$ cat config.mk
export PLATFORM = sky130hd
export DESIGN_NAME = vec_cache_bank_rw_sched
export DESIGN_NICKNAME = d
export VERILOG_FILES = /design/src/rtl/vec_cache_bank_rw_sched.sv
export SDC_FILE = /design/constraint.sdc
export NUM_CORES = 1
export LEC_CHECK = 0
export ABC_CLOCK_PERIOD_IN_PS = 3700
export BUFFER_PORTS_ARGS = -buffer_cell sky130_fd_sc_hd__clkbuf_2
export CORE_AREA = 2 2 315 317
export DETAILED_ROUTE_END_ITERATION = 16
export DIE_AREA = 0 0 317 319
export PLACE_DENSITY = 0.31
export RECOVER_POWER = 100
export SYNTH_ARGS = -nofsm -noshare
export SYNTH_HDL_FRONTEND = slang
export SYNTH_SLANG_ARGS = --single-unit
$ cat constraint.sdc
create_clock -name clk -period 3.7 [get_ports clk]
set_input_delay 0.74 -clock clk [delete_from_list [all_inputs] [get_ports clk]]
set_output_delay 0.74 -clock clk [all_outputs]
set_load 0.01 [all_outputs]
$ cat src/rtl/vec_cache_bank_rw_sched.sv
// Per-bank read/write request scheduler: weighted round-robin between the read
// and write xbars, one-deep output register per bank, and outstanding-request credits.
module vec_cache_bank_rw_sched #(
    parameter int BANK_NUM   = 4,
    parameter int RD_WEIGHT  = 3,
    parameter int WR_WEIGHT  = 1,
    parameter int CREDIT_NUM = 8,
    parameter int PLD_W      = 64,
    parameter int CREDIT_W   = $clog2(CREDIT_NUM + 1)
) (
    input  logic                               clk,
    input  logic                               rst_n,
    input  logic [BANK_NUM-1:0]                rd_vld,
    input  logic [BANK_NUM-1:0][PLD_W-1:0]     rd_pld,
    output logic [BANK_NUM-1:0]                rd_rdy,
    input  logic [BANK_NUM-1:0]                wr_vld,
    input  logic [BANK_NUM-1:0][PLD_W-1:0]     wr_pld,
    output logic [BANK_NUM-1:0]                wr_rdy,
    output logic [BANK_NUM-1:0]                bank_vld,
    output logic [BANK_NUM-1:0][PLD_W-1:0]     bank_pld,
    input  logic [BANK_NUM-1:0]                bank_rdy,
    input  logic [BANK_NUM-1:0]                credit_ret,
    output logic [BANK_NUM-1:0][CREDIT_W-1:0]  credit_cnt,
    output logic [BANK_NUM-1:0]                credit_err
);

    localparam int MAX_W = (RD_WEIGHT > WR_WEIGHT) ? RD_WEIGHT : WR_WEIGHT;
    localparam int CNT_W = $clog2(MAX_W + 1);
    localparam logic [CNT_W-1:0]    RD_W_C = CNT_W'(RD_WEIGHT);
    localparam logic [CNT_W-1:0]    WR_W_C = CNT_W'(WR_WEIGHT);
    localparam logic [CNT_W-1:0]    ONE_C  = CNT_W'(1);
    localparam logic [CREDIT_W-1:0] FULL_C = CREDIT_W'(CREDIT_NUM);

    typedef enum logic {
        RD_PH,
        WR_PH
    } phase_t;

    for (genvar b = 0; b < BANK_NUM; b++) begin : g_slice
        phase_t               phase;
        logic [CNT_W-1:0]     grant_cnt;
        logic [CNT_W-1:0]     rd_cnt_inc;
        logic [CNT_W-1:0]     wr_cnt_inc;
        logic [CREDIT_W-1:0]  credit;
        logic                 err;
        logic                 out_vld;
        logic [PLD_W-1:0]     out_pld;
        logic                 can_grant;
        logic                 gnt_rd;
        logic                 gnt_wr;
        logic                 gnt;

        // Reset gating keeps the handshakes quiet while rst_n is low.
        always_comb begin
            can_grant = rst_n && (credit != '0) && (!out_vld || bank_rdy[b]);
            gnt_rd    = 1'b0;
            gnt_wr    = 1'b0;
            if (can_grant) begin
                if (phase == RD_PH) begin
                    if (rd_vld[b])      gnt_rd = 1'b1;
                    else if (wr_vld[b]) gnt_wr = 1'b1;
                end else begin
                    if (wr_vld[b])      gnt_wr = 1'b1;
                    else if (rd_vld[b]) gnt_rd = 1'b1;
                end
            end
            gnt        = gnt_rd | gnt_wr;
            rd_cnt_inc = (grant_cnt >= RD_W_C) ? RD_W_C : grant_cnt + ONE_C;
            wr_cnt_inc = (grant_cnt >= WR_W_C) ? WR_W_C : grant_cnt + ONE_C;
        end

        // Phase/weight: switch only once the weight is used up and the other side waits.
        always_ff @(posedge clk or negedge rst_n) begin
            if (!rst_n) begin
                phase     <= RD_PH;
                grant_cnt <= '0;
            end else if (gnt_rd) begin
                if (phase == RD_PH) begin
                    if (rd_cnt_inc == RD_W_C && wr_vld[b]) begin
                        phase     <= WR_PH;
                        grant_cnt <= '0;
                    end else begin
                        grant_cnt <= rd_cnt_inc;
                    end
                end else begin
                    phase     <= RD_PH;
                    grant_cnt <= ONE_C;
                end
            end else if (gnt_wr) begin
                if (phase == WR_PH) begin
                    if (wr_cnt_inc == WR_W_C && rd_vld[b]) begin
                        phase     <= RD_PH;
                        grant_cnt <= '0;
                    end else begin
                        grant_cnt <= wr_cnt_inc;
                    end
                end else begin
                    phase     <= WR_PH;
                    grant_cnt <= ONE_C;
                end
            end
        end

        always_ff @(posedge clk or negedge rst_n) begin
            if (!rst_n) begin
                credit <= FULL_C;
                err    <= 1'b0;
            end else if (gnt && !credit_ret[b]) begin
                credit <= credit - 1'b1;
            end else if (!gnt && credit_ret[b]) begin
                if (credit == FULL_C) err    <= 1'b1;
                else                  credit <= credit + 1'b1;
            end
        end

        // Payload only loads on a grant, so it holds while stalled.
        always_ff @(posedge clk or negedge rst_n) begin
            if (!rst_n) begin
                out_vld <= 1'b0;
                out_pld <= '0;
            end else if (gnt) begin
                out_vld <= 1'b1;
                out_pld <= gnt_wr ? wr_pld[b] : rd_pld[b];
            end else if (bank_rdy[b]) begin
                out_vld <= 1'b0;
            end
        end

        assign rd_rdy[b]     = gnt_rd;
        assign wr_rdy[b]     = gnt_wr;
        assign bank_vld[b]   = out_vld;
        assign bank_pld[b]   = out_pld;
        assign credit_cnt[b] = credit;
        assign credit_err[b] = err;
    end

endmodule

Word level (Yosys, flattened, before mapping):

Cells that the tools add are included.

* $add $sub $neg: 12
* magnitude comparators: 8
* equal/unequal tests: 16
* multiplexer cells: 112
* bitwise logic cells: 8
* reduce and logical (&&, ||, !) cells: 64

Operators by type and width (number)
* 64-bit two-way mux: 4
* 1-bit two-way mux: 64
* 2-bit two-way mux: 32
* 4-bit two-way mux: 12
* 1-bit logical AND: 24
* 2-bit nonzero test: 12
* 4-bit by 1-bit adder with 4-bit output, second input constant: 4
* 4-bit == test, second input constant: 4
* 4-bit nonzero test: 4
* 4-bit by 1-bit subtractor with 4-bit output, second input constant: 4
* 1-bit logical NOT: 12
* 3-bit AND reduction: 4
* 2-bit by 1-bit adder with 2-bit output, second input constant: 4
* 2-bit by 1-bit == test with 1-bit output, second input constant: 4
* 2-bit == test, second input constant: 4
* 2-bit by 1-bit greater-or-equal comparator with 1-bit output, second input constant: 4
* 2-bit greater-or-equal comparator, second input constant: 4
* 2-bit inequality test, second input constant: 4
* 2-bit AND reduction: 4
* 1-bit logical OR: 4
* 1-bit NOT: 4
* 1-bit bitwise OR: 4

* register bits: 292
* input port bits: 530
* logic and storage cells: 244

Longest topological paths before layout:

* depth after elaboration: 9
* depth in mapped cells: 12
* mapped depth without buffers: 10

Worst setup path after synthesis:

No wires, ideal clock.

* kind: input to register
* start: input wr_vld[2]
* end: register g_slice[2].credit[2]
* arrival time: 2.819 ns
* required time: 3.571 ns
* path slack: 0.752 ns
* stages on the path: 12
* buffers on the path: 3
* cell sequence: clkbuf_1 > or2_2 > o2111a_1 > buf_2 > buf_1 > ha_1 > xor2_1 > ha_1 > a21oi_1 > xnor2_1 > nand2_1 > xnor2_1

* cells in the longest elaborated chain, start to end: 9
* elaborated cells on any way between the ends: 15
* those cells by class: eq/ne: 1; mux: 8; bitwise: 1; reduce/logical: 5

Ends and longest elaborated chain
* start, declared: line 16 `input logic [BANK_NUM-1:0] wr_vld,`
* 1-bit two-way mux: line 61, 63
* 1-bit two-way mux: line 60 `if (rd_vld[b]) gnt_rd = 1'b1;`
* 1-bit two-way mux: line 59 `if (phase == RD_PH) begin`
* 1-bit two-way mux: line 58 `if (can_grant) begin`
* 1-bit bitwise OR (*): line 67 `gnt = gnt_rd | gnt_wr;`
* via g_slice[2].gnt: line 51 `logic gnt;`
* 1-bit logical NOT: line 110 `end else if (!gnt && credit_ret[b]) begin`
* 1-bit logical AND: line 110
* 2-bit nonzero test (no line)
* 2-bit AND reduction (no line)
* end signal, assigned: line 109 `credit <= credit - 1'b1;`
* end signal, assigned: line 112 `else credit <= credit + 1'b1;`
* end, declared: line 44 `logic [CREDIT_W-1:0] credit;`

The timed path passes the listed nets; every way through them passes the cells marked *.
A chain may end at the register's enable or synchronous reset.

Worst setup path in the final report:

* start: input rst_n
* end: output rd_rdy[2]

* cells in the longest elaborated chain, start to end: 3

Ends and longest elaborated chain
* start, declared: line 12 `input logic rst_n,`
* 1-bit logical AND (2 in series): line 55 `can_grant = rst_n && (credit != '0) && (!out_vld || bank_rdy[b]);`
* 1-bit two-way mux: line 58
* end, declared: line 15 `output logic [BANK_NUM-1:0] rd_rdy,`

No other way between the ends.

==> impl_results.md <==
* Status: finished with violations
* Failing checks: max-capacitance violations, max-slew violations
* Area growth, synth to finish at 44.9%
* Main synth FF type: dfrtp_1
* H-tree depth at 2
* Library cells used by synthesis at 58
* Switching Share at 0.397
* Post-synth EDFFs at 0
* Remaining global-route overflow at 0
* Gate Count Post-Synth at 1370
* Min-delay worst type: in2reg
* Total Power at 16.3 mW
* Commonest non-fill, non-tap cell in the layout: clkbuf_2
* Combinational power share at 0.387
* Internal power at 9.84 mW
* CTS sink count at 292
* Final min period at 3430 ps
* Number of global-route vias before repair at 14300
* First-pass DRT Iterations at 5
* RSZ-0062 raised after global routing: no
* Critical path class: in2out
* Total die area at 101000 sq um
* DR WL/cell at 19.6 um
* CTS tree: yes
* CTS buffer count at 41
* GR Util All Layers at 0.127
* Clock slew at reported path FFs at 60 ps
* Lkg Pwr at 9.44 nW
* Largest net degree at the start of global routing at 96
* Clock Tree Buf Depth at 3
* Via count at 13700
* Total of max-cap violations at 1
* Cell Area, Synth at 14200 sq um
* Die width at 317 um
* Starting Density at 0.145
* Commonest non-fill, non-tap cells in the layout: clkbuf_2, clkbuf_1, dfrtp_1
* Worst VDD drop at 0.000310 V
* Final Cycle Share at 0.928
* Slew HR at -0.0992
* Worst Skew at 30.3 ps
* Clock share of power at 0.254
* Worst endpoint required time at 2960 ps
* Endpoints failing hold at 0
* CP arrival at 2690 ps
* Setup crit start kind: input pin
* Synth Net Count at 1924
* Critical Path End Type: output pin
* Post-DRT Antenna Nets at 0
* Final-report setup violation count at 0
* Psw at 6.48 mW
* DR iter-0 viols at 542
* PortBufs at 817
* Seq/Total Area, Yosys at 0.516
* Slew Viols, Final at 66
* Synth Area per Inst at 10.4 sq um
* Detailed placer's ending HPWL at 51.8 mm
* Initial antenna violation count at 11
* Seq cells post-synth at 292
* Clk_lat worst skew at 590 ps
* Register share of total power at 0.359
* Nets at 2681
* Largest fanout on the critical path at 56
* DRC at 0
* Site row count at 115
* FILL cells at 11000
* Achievable frequency at 291 MHz
* Final WL at 67.5 mm
* First-pass GRT wire length at 96.2 mm
* Share of layout cells above drive strength 1 at 0.294
* Final RePlAce weighted congestion at 0.826
* Setup_tns at 0 ps
* Vias per cell at 3.99
* Fraction of registers with async set/reset at 1.00
* Die height at 319 um
* Clock root buffer: clkbuf_16
* Pwr dens at 795 nW/um^2
* Synth Warn # at 0
* CORE AREA at 97700 sq um
* CTS resizes at 0
* Total I/O pin count at 818
* Slew @ Worst Pin at 1650 ps
==> stage by stage <==
step / hold WS, ps / cell area (sq um) / util / std cells / setup slack, ps
2_1_floorplan: 443 / 14200 / - / 1370 / 752
3_3_place_gp: 459 / 19500 / 0.200 / 3370 / 760
3_5_place_dp: 464 / 19500 / 0.200 / 3370 / 695
4_1_cts: 285 / 20900 / 0.214 / 3442 / 174
5_1_grt: 302 / 20500 / 0.210 / 3446 / 74.0
6_report: 351 / 20500 / 0.210 / 3448 / 268
==> repair_timing <==
item                       in CTS  in global routing
hold endpoints to repair       14                  0
hold buffers                    1                  0
setup endpoints to repair       0                  0
setup buffers                   0                  0
==> power groups by stage <==
stage                     Clock [mW]  Sequential, mW  Combinational, mW
after CTS                       4.35            5.91               6.87
after floorplan                    0            6.37               3.19
final                           4.15            5.86               6.31
after global placement             0            5.92               6.85
after global routing            4.49            6.10               7.00
after detailed placement           0            5.94               6.86
==> synthesized netlist by cell type (all sizes together) (3+ instances only) <==
library cell / count / area [sq um]
a31oi: 72 / 450
or2: 3 / 18.8
a22oi: 3 / 22.5
or3: 3 / 18.8
nor3: 7 / 35.0
inv: 28 / 105
o22a: 64 / 561
nand3: 71 / 355
nor2: 142 / 533
a31o: 5 / 43.8
mux2i: 65 / 651
nand4: 6 / 37.5
nand2b: 9 / 56.3
a21oi: 73 / 365
o21a: 67 / 503
ha: 24 / 300
o22ai: 5 / 31.3
a21boi: 4 / 30.0
clkbuf: 47 / 180
dfstp: 4 / 105
or4: 3 / 30.0
xnor2: 11 / 96.3
nor2b: 4 / 25.0
nand3b: 4 / 30.0
buf: 80 / 495
o21ai: 78 / 390
dfrtp: 288 / 7210
a21o: 63 / 473
nand2: 31 / 116
and3: 5 / 31.3
xor2: 9 / 78.8
a22o: 65 / 569
==> area by class of cell <==
type / instances / area [sq um] / area share
timing repair buffer: 841 / 3970 / 0.193
clock inverter: 10 / 181 / 0.00883
clock buffer: 61 / 1210 / 0.0590
inverter: 28 / 105 / 0.00512
antenna: 6 / 15.0 / 0.000731
tap: 1287 / 1610 / 0.0784
multi-input combinational: 923 / 6140 / 0.299
sequential: 292 / 7310 / 0.356
==> state kept, by name, indices dropped and copies added, names as in the netlist <==
name / cells
g_slice.out_pld: 256
g_slice.out_vld: 4
g_slice.grant_cnt: 8
g_slice.err: 4
g_slice.phase: 4
g_slice.credit: 16
==> metal layers <==
| metal | vias up | track usage | share of wire |
|---|---|---|---|
| met5 | - | 0 | 0.00053 |
| met4 | 6 | 0.0318 | 0.018 |
| met3 | 71 | 0.0354 | 0.072 |
| met2 | 475 | 0.228 | 0.51 |
| met1 | 6672 | 0.148 | 0.40 |
| li1 | 6524 | - | - |
==> worst max-delay path, stage by stage <==
cell and delay [ps]:
dlygate4sd3_1 590, buf_8 270, buf_12 320, o211a_1 280
and3_1 240, clkbuf_1 170
==> path summary, 6_finish.rpt <==
path                                             startpoint                             endpoint  slack, ps  depth (start not counted)
setup / recovery                                      rst_n                            rd_rdy[2]        270                          6
min in group asynchronous                             rst_n   g_slice[1].out_pld[41]$_DFFE_PN0N_        640                          2
max in group asynchronous                             rst_n   g_slice[0].out_pld[22]$_DFFE_PN0N_        810                          5
setup reg to reg           g_slice[1].credit[1]$_DFFE_PN0P_  g_slice[1].grant_cnt[1]$_DFFE_PN0N_        590                          5
hold reg to reg                  g_slice[3].err$_DFFE_PN0P_           g_slice[3].err$_DFFE_PN0P_        470                          1
hold / removal                                  wr_pld[228]   g_slice[3].out_pld[36]$_DFFE_PN0N_        350                          2
==> cell families after synthesis <==
family | Yosys count | share of synthesized area
simple gates | 296 | 0.0952
flops | 292 | 0.516
buf+inv | 155 | 0.0551
xor+xnor | 20 | 0.0124
mux | 66 | 0.0467
compound gates | 517 | 0.254
fa+ha+maj | 24 | 0.0212
Note: power is estimated with default switching activity, not from simulation.
